[config.mk]
export PLATFORM = sky130hd
export DESIGN_NAME = poliriscv_imem_loader
export DESIGN_NICKNAME = d
export VERILOG_FILES = /design/src/rtl/poliriscv_pkg.sv /design/src/rtl/poliriscv_byte_packer.sv /design/src/rtl/poliriscv_imem_loader.sv
export SDC_FILE = /design/constraint.sdc
export NUM_CORES = 1
export LEC_CHECK = 0
export ABC_CLOCK_PERIOD_IN_PS = 2850
export CAP_MARGIN = 20
export CORE_MARGIN = 10
export CORE_UTILIZATION = 41
export CTS_CLUSTER_DIAMETER = 200
export DETAILED_ROUTE_END_ITERATION = 8
export PLACE_DENSITY = 0.71
export SYNTH_ARGS = -nofsm -noshare
export SYNTH_HDL_FRONTEND = slang
export SYNTH_SLANG_ARGS = --single-unit
[constraint.sdc]
create_clock -name clk -period 2.85 [get_ports clk]
set_input_delay 0.4275 -clock clk [delete_from_list [all_inputs] [get_ports clk]]
set_output_delay 0.4275 -clock clk [all_outputs]
set_load 0.05 [all_outputs]
[src/rtl/poliriscv_pkg.sv]
// ============================================================================
// Module   : poliriscv_pkg
// Purpose  : Shared loader state encoding and stream framing constants.
// Revision : 1.0
// ============================================================================
`default_nettype none

package poliriscv_pkg;

  typedef enum logic [2:0] {
    CNT_LO = 3'd0,
    CNT_HI = 3'd1,
    DATA   = 3'd2,
    CKSUM  = 3'd3,
    DONE   = 3'd4,
    ERR    = 3'd5
  } loader_state_e;

  localparam int LOADER_HDR_BYTES = 2;
  localparam int BYTES_PER_WORD   = 4;

endpackage

`default_nettype wire

[src/rtl/poliriscv_byte_packer.sv]
// ============================================================================
// Module   : poliriscv_byte_packer
// Purpose  : Assembles little-endian bytes into 32-bit words.
// Revision : 1.0
// ============================================================================
`default_nettype none

module poliriscv_byte_packer
  import poliriscv_pkg::*;
(
  input  logic        clk,
  input  logic        rst,
  input  logic [7:0]  byte_i,
  input  logic        accept_i,
  input  logic        clear_i,
  output logic [31:0] word_o,
  output logic        word_valid_o
);

  localparam logic [1:0] C_LAST_IDX = 2'(BYTES_PER_WORD - 1);

  logic [1:0]  idx_q;
  logic [23:0] sr_q;

  // The 4th byte goes straight onto the output, so the word is ready on its accept edge.
  assign word_o       = {byte_i, sr_q};
  assign word_valid_o = accept_i && (idx_q == C_LAST_IDX);

  always_ff @(posedge clk or negedge rst) begin
    if (!rst) begin
      idx_q <= 2'd0;
      sr_q  <= 24'd0;
    end else if (clear_i) begin
      idx_q <= 2'd0;
      sr_q  <= 24'd0;
    end else if (accept_i) begin
      idx_q <= idx_q + 2'd1;
      case (idx_q)
        2'd0:    sr_q[7:0]   <= byte_i;
        2'd1:    sr_q[15:8]  <= byte_i;
        2'd2:    sr_q[23:16] <= byte_i;
        default: sr_q        <= sr_q;
      endcase
    end
  end

endmodule

`default_nettype wire

[src/rtl/poliriscv_imem_loader.sv]
// ============================================================================
// Module   : poliriscv_imem_loader
// Purpose  : Boot loader filling instruction memory from a byte stream while
//            holding the core in reset. Optional checksum: POLIRISCV_LOADER_CKSUM_EN.
// Revision : 1.0
// ============================================================================
`default_nettype none

module poliriscv_imem_loader
  import poliriscv_pkg::*;
#(
  parameter int INSTRUCTIONS = 256,
  parameter int ADDR_W       = 8
) (
  input  logic              clk,
  input  logic              rst,
  input  logic [7:0]        in_data,
  input  logic              in_valid,
  output logic              in_ready,
  output logic              im_we,
  output logic [ADDR_W-1:0] im_addr,
  output logic [31:0]       im_wdata,
  output logic              core_rst,
  output logic              done,
  output logic              err
);

  localparam logic [15:0] C_MAX_WORDS = 16'(INSTRUCTIONS);

  generate
    if ((2 ** ADDR_W) < INSTRUCTIONS) begin : g_addr_check
      $error("ADDR_W too narrow for INSTRUCTIONS");
    end
  endgenerate

  loader_state_e     state_q;
  logic              in_ready_q;
  logic              im_we_q;
  logic [ADDR_W-1:0] im_addr_q;
  logic [31:0]       im_wdata_q;
  logic              core_rst_q;
  logic              done_q;
  logic              err_q;
  logic [15:0]       cnt_q;
  logic [15:0]       word_idx_q;
`ifdef POLIRISCV_LOADER_CKSUM_EN
  logic [7:0]        xor_q;
`endif

  logic        accept;
  logic        pk_accept;
  logic        pk_clear;
  logic [31:0] pk_word;
  logic        pk_valid;
  logic [15:0] count_d;
  logic        count_bad_d;
  logic        last_word_d;

  assign accept      = in_valid && in_ready_q;
  assign pk_accept   = accept && (state_q == DATA);
  assign pk_clear    = (state_q != DATA);
  assign count_d     = {in_data, cnt_q[7:0]};
  assign count_bad_d = (count_d == 16'd0) || (count_d > C_MAX_WORDS);
  assign last_word_d = (word_idx_q == (cnt_q - 16'd1));

  poliriscv_byte_packer u_packer (
    .clk          (clk),
    .rst          (rst),
    .byte_i       (in_data),
    .accept_i     (pk_accept),
    .clear_i      (pk_clear),
    .word_o       (pk_word),
    .word_valid_o (pk_valid)
  );

  always_ff @(posedge clk or negedge rst) begin
    if (!rst) begin
      state_q    <= CNT_LO;
      in_ready_q <= 1'b0;
      im_we_q    <= 1'b0;
      im_addr_q  <= '0;
      im_wdata_q <= 32'd0;
      core_rst_q <= 1'b1;
      done_q     <= 1'b0;
      err_q      <= 1'b0;
      cnt_q      <= 16'd0;
      word_idx_q <= 16'd0;
`ifdef POLIRISCV_LOADER_CKSUM_EN
      xor_q      <= 8'd0;
`endif
    end else begin
      im_we_q <= 1'b0;
      case (state_q)
        CNT_LO: begin
          in_ready_q <= 1'b1;
          if (accept) begin
            cnt_q[7:0] <= in_data;
            state_q    <= CNT_HI;
          end
        end
        CNT_HI: begin
          in_ready_q <= 1'b1;
          if (accept) begin
            cnt_q <= count_d;
            if (count_bad_d) begin
              state_q    <= ERR;
              in_ready_q <= 1'b0;
              err_q      <= 1'b1;
            end else begin
              state_q <= DATA;
            end
          end
        end
        DATA: begin
          in_ready_q <= 1'b1;
`ifdef POLIRISCV_LOADER_CKSUM_EN
          if (accept) xor_q <= xor_q ^ in_data;
`endif
          if (pk_valid) begin
            im_we_q    <= 1'b1;
            im_addr_q  <= word_idx_q[ADDR_W-1:0];
            im_wdata_q <= pk_word;
            word_idx_q <= word_idx_q + 16'd1;
            if (last_word_d) begin
`ifdef POLIRISCV_LOADER_CKSUM_EN
              state_q <= CKSUM;
`else
              // done/core_rst follow one cycle later so the final write lands first.
              state_q    <= DONE;
              in_ready_q <= 1'b0;
`endif
            end
          end
        end
        CKSUM: begin
`ifdef POLIRISCV_LOADER_CKSUM_EN
          in_ready_q <= 1'b1;
          if (accept) begin
            in_ready_q <= 1'b0;
            if (in_data == xor_q) begin
              state_q <= DONE;
            end else begin
              state_q <= ERR;
              err_q   <= 1'b1;
            end
          end
`else
          state_q    <= ERR;
          in_ready_q <= 1'b0;
          err_q      <= 1'b1;
`endif
        end
        DONE: begin
          in_ready_q <= 1'b0;
          done_q     <= 1'b1;
          core_rst_q <= 1'b0;
        end
        ERR: begin
          in_ready_q <= 1'b0;
          err_q      <= 1'b1;
          core_rst_q <= 1'b1;
        end
        default: begin
          state_q    <= ERR;
          in_ready_q <= 1'b0;
          err_q      <= 1'b1;
        end
      endcase
    end
  end

  assign in_ready = in_ready_q;
  assign im_we    = im_we_q;
  assign im_addr  = im_addr_q;
  assign im_wdata = im_wdata_q;
  assign core_rst = core_rst_q;
  assign done     = done_q;
  assign err      = err_q;

endmodule

`default_nettype wire

Yosys cells after proc, flatten, opt, wreduce, memory -nomap -nowiden. Index checks and enable logic that the tools add are counted.

Register bits after elaboration: 106. Bits in latches: 0. Memory bits (writable): 0. ROM bits: 0. Input bits: 11. Output and inout bits: 45. Logic and storage cells: 84. Memories kept: 0.

$add $sub $neg: 3. Multipliers: 0. Divide/modulo/power cells: 0. Order comparisons: 1. Equal/unequal tests: 14. Shifts and indexed selects: 0. Multiplexer cells: 26. Bitwise logic cells: 3. Reductions and logical operators: 22.

Operator list (number): two-way mux 24 bit (2); two-way mux 8 bit (4); adder 16 x 1 -> 16 bit (second input constant) (1); equality test 16 bit (1); > comparator 16 x 9 -> 1 bit (second input constant) (1); zero test 16 bit (1); case mux 8 bit (2 select lines) (1); subtractor 16 x 1 -> 16 bit (second input constant) (1); two-way mux 3 bit (5); case mux 3 bit (4 select lines) (1); != test 2 bit (second input constant) (5); AND reduction 2 bit (5); nonzero test 2 bit (5); two-way mux 1 bit (8); equality test 3 bit (second input constant) (2); AND reduction 3 bit (2); AND reduction 5 bit (1); equality test 2 bit (second input constant) (2); two-way mux 2 bit (2); case mux 1 bit (2 select lines) (2); equality test 3 x 1 -> 1 bit (second input constant) (1); equality test 3 x 2 -> 1 bit (second input constant) (1); logical AND 1 bit (3); zero test 3 bit (1); 9 further kinds (11).

Depth between registers and ports, before layout. Gate-level depths: netlist of the first run.

Word-level depth: 5. Mapped depth: 10. Mapped depth without buffers: 9.

Cells and area by module. From an unflattened synthesis of the first run, not the netlist that was laid out.

Cells, all modules: 407. Area total of the unflattened synthesis: 4983.5 um2.

By module, submodules not included: poliriscv_imem_loader (instances 1, cells an instance 297, area an instance 3681.0 um2, seq. area each 2003.2 um2); poliriscv_byte_packer (instances 1, cells an instance 110, area an instance 1302.5 um2, seq. area each 650.6 um2).

Worst setup path before layout of the first run. Ideal clock, no wire load.

Kind: register to register. Start point: reg state_q[2]. End point: reg im_wdata_q[28] (netlist: im_wdata[28]). Library setup time: 0.125 ns. Arrival: 1.986 ns. Data required time: 2.725 ns. Slack: 0.739 ns. Stages on the path, launching flop included: 8. Path buffers: 4. Clock period less this slack: 2.111 ns. Path through: dfrtp_1 buf_2 or3b_1 buf_2 nor2_1 buf_2 buf_2 mux2_2.

Word-level cells in the longest chain between the ends: 4.

Ends and longest elaborated chain: from (decl) (RTL line poliriscv_imem_loader.sv:36) `loader_state_e state_q;`; from (signal assigned) (RTL line poliriscv_imem_loader.sv:78) `state_q <= CNT_LO;`; from (signal assigned) (RTL line poliriscv_imem_loader.sv:98) `state_q <= CNT_HI;`; from (signal assigned) (RTL line poliriscv_imem_loader.sv:106) `state_q <= ERR;`; equality test 3 x 2 -> 1 bit * (RTL line poliriscv_imem_loader.sv:60, poliriscv_imem_loader.sv:93); logical AND 1 bit (RTL line poliriscv_imem_loader.sv:60) `assign pk_accept = accept && (state_q == DATA);`; logical AND 1 bit (RTL line poliriscv_byte_packer.sv:27) `assign word_valid_o = accept_i && (idx_q == C_LAST_IDX);`; AND reduction 2 bit (no source line) *; to (signal assigned) (RTL line poliriscv_imem_loader.sv:122) `im_wdata_q <= pk_word;`; to (decl) (RTL line poliriscv_imem_loader.sv:40) `logic [31:0] im_wdata_q;`.

Mark *: on every way between the ends. The rest lies on a longest branch, timed or not. A chain may end at the register's enable or synchronous reset.

Final worst setup path of the first run.
Start point: reg cnt_q[2]. End point: reg state_q[2].

Word-level cells in the longest chain between the ends: 5. Elaborated cells on any way between the ends: 10. Those cells by class: add/sub: 1; order compare: 1; eq/ne: 2; mux: 3; reduce/logical: 3.

Ends and longest elaborated chain: from (decl) (RTL line poliriscv_imem_loader.sv:44) `logic [15:0] cnt_q;`; from (signal assigned) (RTL line poliriscv_imem_loader.sv:97) `cnt_q[7:0] <= in_data;`; from (signal assigned) (RTL line poliriscv_imem_loader.sv:104) `cnt_q <= count_d;`; branches (longest 5 deep; another with subtractor 16 x 1 -> 16 bit); to (signal assigned) (RTL line poliriscv_imem_loader.sv:98); to (signal assigned) (RTL line poliriscv_imem_loader.sv:106); to (signal assigned) (RTL line poliriscv_imem_loader.sv:110) `state_q <= DATA;`.

Several ways; the timed one is not identified. The select of a mux whose other input is x is not followed.

==> impl_metrics.ini, run 1 <==
[cts]
insertion_delay_ps = 350
clockRootBuffer = clkbuf_16
cts_hold_buf = 0
clock_path_buffers = 2
h-tree-depth = 3
clock-sinks = 106
numCtsBuffers = 9
clkTransAtPathRegs_ps = 70
cts_setup_buffers = 0
cts_tree = yes
cts_resized = 0

[power]
comb_power_share = 0.398
powerDensity_nw_per_um2 = 954
p_switching_uw = 2170
p_sw_frac = 0.389
intPower_uw = 3410
peakVddDrop_mv = 0.518
clkPwrFrac = 0.206
seqPwrFrac = 0.396
p_leak_uw = 0.00260

[status]
outcome = completed

[critical_path]
path_delay_family = simple AND/OR/NAND/NOR gates
critPathMaxStageDelay_ps = 530
worstSetupPathType = reg -> reg
worst_ep_required_time_ps = 3090
cp-start-kind = flip-flop
crit_start = cnt_q[2]$_DFFE_PN0P_
cp-end-kind = flip-flop
r2r-start = cnt_q[2]$_DFFE_PN0P_
critPathSlowestCell = nor4_4
critPathBufInv = 0
path_cells = nor4_4 -> nand3_2 -> xnor2_1 -> o221ai_1 -> mux2_2 -> a41o_1 -> a21o_1
arrival_ps = 2550
critical_path.max_fanout = 8

[die]
rows = 39
die_h_um = 128
fp.dieArea_um2 = 16400
fp.dieW_um = 128
num_io_pins = 56
coreArea_um2 = 11400
start_util = 0.420

[route]
drtIter0Drc = 276
drc = 0
vias = 3288
drt-total-wl_mm = 10.5
drtPass1Iterations = 4
post_drt_wl_per_cell_um = 16.9
detail-route-antenna-nets = 0
vias_per_cell = 5.26

[place]
dpl.hpwl_mm = 7.52
io_buffers = 55
dpl-instance-area_um2 = 5580
place_congestion = 0.891

[global_route]
grt_util_all_layers = 0.131
grt.overflow.total = 0
antenna_found_initial = 0
grt_pass1_vias = 3288
grt_max_degree = 74
grt_pass1_wl_mm = 17.3

[final_layout]
area_growth_pct = 22.0
drive_gt1_frac = 0.189
fin_area_um2 = 5850
n_antenna_cell = 0
finalNetCount = 494

[yosys]
synth_warnings = 0
synth.net_count = 431
async_reset_ff_frac = 1.00
yosysTopAreaCell = dfrtp_1
postSynthCellCount = 414
syn_area_per_cell_um2 = 11.6
synth-edff-count = 0
synth-seq-cells = 106
mappedNetlistArea_um2 = 4800
synth.top_cell.area_share = 0.548
seq_area_frac_synth = 0.553
ys_types = 46
ys.flop_type = dfrtp_1
synthTopCellsByArea = dfrtp_1 55%, mux2_2 12%, xnor2_1 4.9%
synth_most_common_cell = dfrtp_1
netlist_top_cells_count = 105 x dfrtp_1, 51 x mux2_2, 47 x nand2_1, 36 x nand3_1, 28 x a21oi_1

[timing]
rsz0062_at_grt = false
post-route-period-util = 0.812
maxSlewViolCount = 0
skew_ps = 8.32
tightest_slew_ps = 924
relSlewSlack = 0.384
min_period_ps = 2310
hold_slack_ps = 221
hold_viol_final = 0
setup_violations = 0
fmax_mhz = 432
setup-tns-final_ps = 0

[job]
cap_violations = 0

[worst_hold_path]
min_path_type = in -> async
## path summary, 6_finish.rpt
check / endpoint / slack (ps) / cells past startpoint
min: cnt_q[7]$_DFFE_PN0P_ / 220 / 1
max reg2reg: state_q[2]$_DFFE_PN0P_ / 540 / 7
min in group clk: im_wdata[27]$_DFFE_PN0P_ / 480 / 1
max: state_q[2]$_DFFE_PN0P_ / 540 / 7
max in group asynchronous: cnt_q[15]$_DFFE_PN0P_ / 1950 / 2
min reg2reg: im_wdata[27]$_DFFE_PN0P_ / 480 / 1
## per-layer routing
metal	GRT usage	wire length (um)
met5	0	0
met4	0.0563	193
met3	0.0323	568
met2	0.206	5160
met1	0.168	4620
## flip-flops by register name, indices dropped and copies added (netlist names)
| register | flops |
|---|---|
| im_wdata | 32 |
| u_packer.sr_q | 24 |
| cnt_q | 16 |
| word_idx_q | 16 |
| im_addr | 8 |
| state_q | 3 |
| u_packer.idx_q | 2 |
| core_rst | 1 |
| done | 1 |
| err | 1 |
| im_we | 1 |
| in_ready | 1 |
## metrics by stage
step	cells	power (uW)	setup WS, ps	utilization
detailed placement	609	4490	558	0.488
floorplan	414	3710	739	-
global route	625	5880	388	0.513
global placement	609	4440	626	0.488
finish	625	5580	537	0.513
CTS	625	5650	543	0.513
## cells by family after synthesis
| kind of cell | after synthesis | synth area share |
|---|---|---|
| AO/OA/AOI/OAI | 46 | 0.0571 |
| XOR/XNOR | 39 | 0.0712 |
| adder cells (fa/ha/maj) | 6 | 0.0156 |
| buffers and inverters | 27 | 0.0245 |
| flip-flops | 106 | 0.553 |
| multiplexers | 59 | 0.138 |
| AND/OR/NAND/NOR | 131 | 0.141 |
## power by group through the flow
stage          clock, uW  combinational (uW)  sequential (uW)
2_1_floorplan          0                 699             3010
4_1_cts             1180                2250             2220
5_1_grt             1240                2370             2280
3_3_place_gp           0                2210             2230
6_report            1150                2220             2210
3_5_place_dp           0                2240             2240
## cell usage in the layout, fill, tap and decap left out, drive strengths merged, types with 2 or more instances in the layout
cell type      count
a21oi             28
and3               4
and4               2
buf               17
clkbuf            12
clkdlybuf4s50     54
clkinv             2
clkinvlp           2
dfrtp            105
ha                 6
inv                8
mux2              57
mux2i              2
nand2             48
nand2b             3
nand3             37
nand3b             2
nand4              3
nor2              14
nor3               6
nor4               6
o211ai             3
o21ai              3
o21bai             2
o22ai              3
or3                2
xnor2             27
xor2              12
## area by class of cell
type	count	area, um^2
Fill cell	1022	5570
Sequential cell	106	2650
Multi-Input combinational cell	281	2030
Timing Repair Buffer	71	681
Clock buffer	12	246
Tap cell	143	179
Inverter	8	30.0
Clock inverter	4	28.8
No activity file was read; power rests on OpenSTA's default activity.
==> run 2: changes to the inputs <==
- ABC_CLOCK_PERIOD_IN_PS: 2850 -> 2200
- clock period: 2.85 -> 2.2 ns (I/O delays scaled with it)
==> impl_metrics.ini, run 2 (same netlist as run 1, synthesis figures left out) <==
[final_layout]
fill_cells = 1017
fin_area_um2 = 5970
largest_reg_flops = 32
finalNetCount = 504
drive_gt1_frac = 0.211
layout_common_cells = 105 x dfrtp_1, 54 x clkdlybuf4s50_1, 51 x mux2_2
n_antenna_cell = 0
final_common_cell = dfrtp_1
fin_cells = 635
area_growth_pct = 24.4

[die]
start_util = 0.420
fp.dieW_um = 128
coreArea_um2 = 11400
fp.dieArea_um2 = 16400
rows = 39
num_io_pins = 56
die_h_um = 128

[global_route]
antenna_found_initial = 0
grt_pass1_wl_mm = 18.7
grt_max_degree = 44
grt_pass1_vias = 3497
grt.overflow.total = 0
grt_util_all_layers = 0.142

[power]
p_leak_uw = 0.00267
intPower_uw = 4410
p_switching_uw = 2880
seqPwrFrac = 0.394
clkPwrFrac = 0.207
finalPower_uw = 7290
comb_power_share = 0.399
peakVddDrop_mv = 0.658
p_sw_frac = 0.395
powerDensity_nw_per_um2 = 1220

[cts]
h-tree-depth = 3
insertion_delay_ps = 350
clock-sinks = 106
clock_path_buffers = 2
numCtsBuffers = 9
clkTransAtPathRegs_ps = 70
clockRootBuffer = clkbuf_16
cts_tree = yes

[route]
drc = 0
vias = 3378
vias_per_cell = 5.32
drt-total-wl_mm = 11.1
drtPass1Iterations = 5
post_drt_wl_per_cell_um = 17.5
drtIter0Drc = 201
detail-route-antenna-nets = 0

[critical_path]
critPathMaxStageDelay_ps = 430
critPathBufInv = 1
cp-end-kind = flip-flop
critical_path.max_fanout = 7
worst_ep_required_time_ps = 2430
path_cells = nor4_4 -> buf_6 -> nand2_2 -> xor2_1 -> or3_1 -> a32oi_1 -> and4_1 -> o22ai_1
path_delay_family = simple AND/OR/NAND/NOR gates
worstSetupPathType = reg -> reg
crit_start = cnt_q[5]$_DFFE_PN0P_
r2r-start = cnt_q[5]$_DFFE_PN0P_
critPathSlowestCell = dfrtp_1
cp-start-kind = flip-flop
arrival_ps = 2340

[timing]
hold_viol_final = 0
tightest_slew_ps = 583
rsz0062_at_grt = false
fmax_mhz = 473
maxSlewViolCount = 0
relSlewSlack = 0.611
min_period_ps = 2120
setup_slack_ps = 84.0
skew_ps = 10.9
hold_slack_ps = 484
post-route-period-util = 0.962
setup_violations = 0

[place]
dpl-instance-area_um2 = 5650
dp.cells = 617
place_congestion = 0.869
dpl.hpwl_mm = 8.16
dp_slack_ps = -22.1
io_buffers = 55

[worst_hold_path]
min_path_type = in -> async

[status]
outcome = completed

[job]
cap_violations = 0
-- run 2: cell count changes in the layout (fill, tap and decap cells not counted), moves of 2 or more --
cell        delta
clkinv_2       +2
clkinvlp_4     -2
clkbuf_1       -2
buf_4          +7
-- run 2: final cells by class --
class / instances / area [um^2] / share of cell area
clock buffer: 9 / 225 / 0.0377
clock inverter: 7 / 52.6 / 0.00881
inverter: 8 / 30.0 / 0.00503
multi-input combinational: 281 / 2050 / 0.344
sequential: 106 / 2650 / 0.445
tap: 143 / 179 / 0.0300
timing repair buffer: 81 / 774 / 0.130
-- run 2: stage by stage --
stage / utilization / setup TNS [ps]
floorplan: - / 0
global placement: 0.495 / 0
detailed placement: 0.495 / -27.1
CTS: 0.521 / 0
global route: 0.523 / 0
finish: 0.523 / 0
-- run 2: repair_timing --
item,4_1_cts,5_1_grt
pin swaps,1,0
hold buffers,1,0
setup buffers,1,0
resized for setup,0,4
endpoints found under the hold margin,33,0
setup endpoints to repair,3,4
-- run 2: power groups by stage --
stage,clock [uW],combinational [uW],sequential (uW)
finish,1510,2910,2870
global route,1610,3110,2950
CTS,1540,2940,2880
detailed placement,0,2930,2920
global placement,0,2880,2890
floorplan,0,905,3900
-- run 2: worst paths after layout --
path / slack [ps] / cells past startpoint / to
setup / recovery: 80 / 8 / state_q[1]$_DFFE_PN0P_
hold / removal: 480 / 2 / cnt_q[5]$_DFFE_PN0P_
setup reg to reg: 80 / 8 / state_q[1]$_DFFE_PN0P_
hold reg to reg: 490 / 1 / done$_DFFE_PN0P_
max in group asynchronous: 1140 / 3 / im_wdata[6]$_DFFE_PN0P_
min in group clk: 490 / 1 / done$_DFFE_PN0P_
-- run 2: routing by layer --
metal	up-vias	GRT usage	wire [um]
met3	15	0.0335	593
met4	0	0.0543	234
met5	-	0	0
li1	1593	-	-
met2	67	0.229	5490
met1	1703	0.179	4830
